File: config.mk
export PLATFORM = sky130hd
export DESIGN_NAME = int_arbiter
export DESIGN_NICKNAME = d
export VERILOG_FILES = /design/src/rtl/int_arbiter.sv
export SDC_FILE = /design/constraint.sdc
export NUM_CORES = 1
export LEC_CHECK = 0
export CORE_MARGIN = 1
export CORE_UTILIZATION = 42
export DETAILED_ROUTE_END_ITERATION = 8
export PLACE_DENSITY = 0.86
export SLEW_MARGIN = 20
export SYNTH_ARGS = -nofsm -noshare
export SYNTH_HDL_FRONTEND = slang
export SYNTH_SLANG_ARGS = --single-unit
File: constraint.sdc
create_clock -name clk -period 1.9 [get_ports clk]
set_clock_uncertainty 0.15 [all_clocks]
set_input_delay 0.19 -clock clk [delete_from_list [all_inputs] [get_ports clk]]
set_output_delay 0.19 -clock clk [all_outputs]
set_load 0.03 [all_outputs]
File: src/rtl/int_arbiter.sv
// Interrupt arbiter: edge-latched pending bits, writable mask, fixed priority (bit 0 highest),
// one held request until eret. Define INT_ARB_SYNC_EN to add a 2-flop input synchronizer.
module int_arbiter #(
  parameter int              NSRC       = 4,
  parameter logic [NSRC-1:0] MASK_RESET = {NSRC{1'b1}}
) (
  input  logic            clk,
  input  logic            reset,
  input  logic [NSRC-1:0] irq_in,
  input  logic            mask_we,
  input  logic [NSRC-1:0] mask_wdata,
  input  logic            int_ack,
  input  logic            eret,
  output logic            int_req,
  output logic [2:0]      int_cause,
  output logic            in_service,
  output logic [NSRC-1:0] pending_out,
  output logic [NSRC-1:0] mask_out
);

  localparam logic [1:0] IDLE    = 2'd0;
  localparam logic [1:0] REQ     = 2'd1;
  localparam logic [1:0] SERVICE = 2'd2;

  logic [1:0]      state_reg;
  logic [NSRC-1:0] irq_src;
  logic [NSRC-1:0] irq_q_reg;
  logic [NSRC-1:0] pending_reg;
  logic [NSRC-1:0] mask_reg;
  logic [NSRC-1:0] rise;
  logic [NSRC-1:0] eligible;
  logic [NSRC-1:0] clr;
  logic [NSRC-1:0] pending_next;
  logic [2:0]      sel_idx;
  logic            ack_take;

`ifdef INT_ARB_SYNC_EN
  logic [NSRC-1:0] sync1_reg;
  logic [NSRC-1:0] sync2_reg;

  always_ff @(posedge clk or posedge reset) begin
    if (reset) begin
      sync1_reg <= '0;
      sync2_reg <= '0;
    end else begin
      sync1_reg <= irq_in;
      sync2_reg <= sync1_reg;
    end
  end

  assign irq_src = sync2_reg;
`else
  assign irq_src = irq_in;
`endif

  assign rise     = irq_src & ~irq_q_reg;
  assign eligible = pending_reg & mask_reg;
  assign ack_take = (state_reg == REQ) && int_ack;

  // Only the acknowledged source is cleared; a same-cycle rise on it wins.
  generate
    for (genvar gi = 0; gi < NSRC; gi++) begin : g_clr
      assign clr[gi] = ack_take && (int_cause == 3'(gi));
    end
  endgenerate

  assign pending_next = (pending_reg & ~clr) | rise;

  always_comb begin
    sel_idx = '0;
    for (int i = NSRC - 1; i >= 0; i--) begin
      if (eligible[i]) sel_idx = 3'(i);
    end
  end

  always_ff @(posedge clk or posedge reset) begin
    if (reset) begin
      irq_q_reg   <= '0;
      pending_reg <= '0;
      mask_reg    <= MASK_RESET;
    end else begin
      irq_q_reg   <= irq_src;
      pending_reg <= pending_next;
      if (mask_we) mask_reg <= mask_wdata;
    end
  end

  always_ff @(posedge clk or posedge reset) begin
    if (reset) begin
      state_reg  <= IDLE;
      int_req    <= 1'b0;
      int_cause  <= '0;
      in_service <= 1'b0;
    end else begin
      case (state_reg)
        IDLE: begin
          if (eligible != '0) begin
            state_reg <= REQ;
            int_req   <= 1'b1;
            int_cause <= sel_idx;
          end
        end
        // Request is never retracted; eret here is ignored even alongside int_ack.
        REQ: begin
          if (int_ack) begin
            state_reg  <= SERVICE;
            int_req    <= 1'b0;
            in_service <= 1'b1;
          end
        end
        SERVICE: begin
          if (eret) begin
            state_reg  <= IDLE;
            in_service <= 1'b0;
          end
        end
        default: begin
          state_reg  <= IDLE;
          int_req    <= 1'b0;
          in_service <= 1'b0;
        end
      endcase
    end
  end

  assign pending_out = pending_reg;
  assign mask_out    = mask_reg;

endmodule

==> reports/qor.yml <==
status: "complete, no violations"
synth.area.top_cells: "dfrtp_1, dfstp_2, mux2_2"
critical_path_class: "flip-flop to primary output"
yosysWarnings: 0
crit_start: "mask_out[1]$_DFFE_PP1P_"
overflow: 0
critical_path.max_fanout: 4
yosysTopAreaCellShare_pct: 47.6
critPathTopFamily: "buffers and inverters"
maxCapViolations: 0
grt_max_degree: 19
rr_worst_depth: 3
swShare_pct: 41.3
synth-main-ff-cell: "dfrtp_1"
hold_class: "input pin to asynchronous set/reset pin"
critPathSlowestCell: "clkdlybuf4s50_1"
power.density_mw_per_mm2: 1480
synth_edf_count: 0
setup_tns_ns: 0
avgSynthCellArea_um2: 11.5
yosysTopAreaCell: "dfrtp_1"
leakagePower_uw: 0.000468
peakVddDrop_mv: 0.873
vias: 609
antenna_found_initial: 0
wl_um: 1590
num_io_pins: 26
ys_async_sr_fraction_pct: 100
htree_num_levels: 1
multi_input_area_um2: 239
die_x_um: 43.9
power.total_uw: 1510
syn_inst: 64
critPathRequiredTime_ns: 1.56
timing.rr.start: "pending_out[1]$_DFF_PP0_"
worstSetupStartpointType: "flip-flop"
max_clock_freq_ghz: 0.537
die-area_mm2: 0.00192
die_h_um: 43.9
cp.buffers_inverters: 1
clkLatencyLatePin_ns: 0.29
synth.distinct_cells: 22
rsz0062_at_grt: "false"
r2r-end: "int_req$_DFFE_PP0P_"
clock_path_buffers: 2
switching_power_uw: 622
max_stage_delay_ns: 0.67
grt_use_total_pct: 19.9
vias_per_cell: 5.75
dr.pass1.iters: 5
area_delta_synth_final_pct: 38.9
cts_root_buf: "clkbuf_4"
hold_viol: 0
first_iter_violations: 20
gp_congestion: 0.719
final_util_pct: 64.8
power_frac_clock_pct: 12.8
postCtsResizedCells: 0
drive_above_1_share_pct: 13.3
antenna_left: 0
drc: 0
finalSetupViolCount: 0
clock-sinks: 18
post-cts-setup-buffers: 0
postCtsHoldBufs: 0
fin_crit_sh_pct: 98.0
numCtsBuffers: 3
period_minus_slack_ns: 1.86
pwr-share-comb_pct: 43.4
arrival_ns: 1.52
seq_power_share_pct: 43.9
grt_pass1_wl_um: 2620
cts.clk_slew.worst_paths_ns: 0.09
endpoint_kind: "primary output"
synthesis.nets: 77
worstPathCellList: "clkdlybuf4s50_1"
start_util_pct: 46.7
grt_pass1_vias: 564
netlist_area_um2: 736
ys_seq_area_share_pct: 61.9
cts_tree: "yes"
nets: 104
regArea_um2: 455
core_mm2: 0.00158
io_buffers: 24
slew_viol_final: 0
num-fill-cells: 128
wire_per_inst_um: 15.0
hpwl_um: 1190
antennaDiodeCount: 0
reg2reg_slack_ns: 0.40
ys_ff_latch: 18
p_int_uw: 886
fp-row-count: 14
[area by class of cell]
type | count | share of cell area [%]
clock buffers | 4 | 2.57
flip-flops and latches | 18 | 44.6
inverters | 7 | 2.57
well taps | 16 | 1.96
repair buffers | 25 | 25.0
multi-input cells | 36 | 23.4
[cell usage in the layout, fill, tap and decap left out, drive strengths merged]
| cell | Yosys | layout |
|---|---|---|
| clkdlybuf4s50 | 0 | 21 |
| dfrtp | 14 | 14 |
| inv | 7 | 7 |
| o21ai | 7 | 7 |
| a21oi | 5 | 5 |
| nand2 | 4 | 4 |
| dfstp | 4 | 4 |
| mux2 | 4 | 4 |
| clkbuf | 2 | 4 |
| nor2 | 3 | 3 |
| dlymetal6s2s | 0 | 3 |
| a21o | 2 | 2 |
| a22o | 2 | 2 |
| a221o | 2 | 2 |
| o41ai | 2 | 2 |
| o21a | 1 | 1 |
| nor3b | 1 | 1 |
| nand4b | 1 | 1 |
| a32o | 1 | 1 |
| conb | 1 | 1 |
| buf | 1 | 1 |
[cells in the mapped netlist, types with 2 or more instances]
| master | count |
|---|---|
| a22o_1 | 2 |
| dfstp_2 | 4 |
| o21ai_0 | 3 |
| nand2_1 | 4 |
| o21ai_1 | 4 |
| a21oi_1 | 5 |
| nor2_1 | 3 |
| a221o_1 | 2 |
| mux2_2 | 3 |
| a21o_1 | 2 |
| inv_1 | 6 |
| dfrtp_1 | 14 |
| clkbuf_1 | 2 |
| o41ai_1 | 2 |
[how the worst max path moves through the flow]
stage          depth (start not counted)             endpoint  slack (ns)
6_report                               1          mask_out[1]        0.04
5_1_grt                                1          mask_out[1]       0.003
4_1_cts                                1          mask_out[2]       0.009
3_5_place_dp                           1          mask_out[2]        0.34
3_3_place_gp                           1          mask_out[2]        0.35
2_1_floorplan                          3  int_req$_DFFE_PP0P_        0.33
[cell families after synthesis]
kind of cell,count (synthesis),share of synthesized area (%)
other cells,1,0.510
mux,4,6.12
buf+inv,10,5.61
compound gates,22,20.1
simple gates,9,5.78
flops,18,61.9
[per-layer routing]
layer / vias up / part of all wire, % / GRT usage [%]
li1: 274 / - / -
met1: 296 / 41 / 24.8
met2: 31 / 49 / 29.0
met3: 8 / 6.4 / 7.08
met4: 0 / 3.6 / 13.3
met5: - / 0 / 0
[power groups by stage]
stage / clock [uW] / sequential (uW) / combinational (uW)
after global placement: 0 / 649 / 634
after CTS: 197 / 656 / 658
after floorplan: 0 / 774 / 262
after detailed placement: 0 / 663 / 651
final: 193 / 662 / 654
after global routing: 219 / 679 / 705
[per-stage QoR]
stage / hold WS (ns) / instance area (um^2) / instances / setup slack (ns)
global route: 0.0898 / 1020 / 106 / 0.00270
floorplan: -0.0243 / 736 / 64 / 0.334
CTS: 0.0655 / 1010 / 106 / 0.00934
finish: 0.0593 / 1020 / 106 / 0.0375
global placement: 0.244 / 988 / 102 / 0.352
detailed placement: 0.251 / 988 / 102 / 0.336
Power figures use the tool's default switching activity.
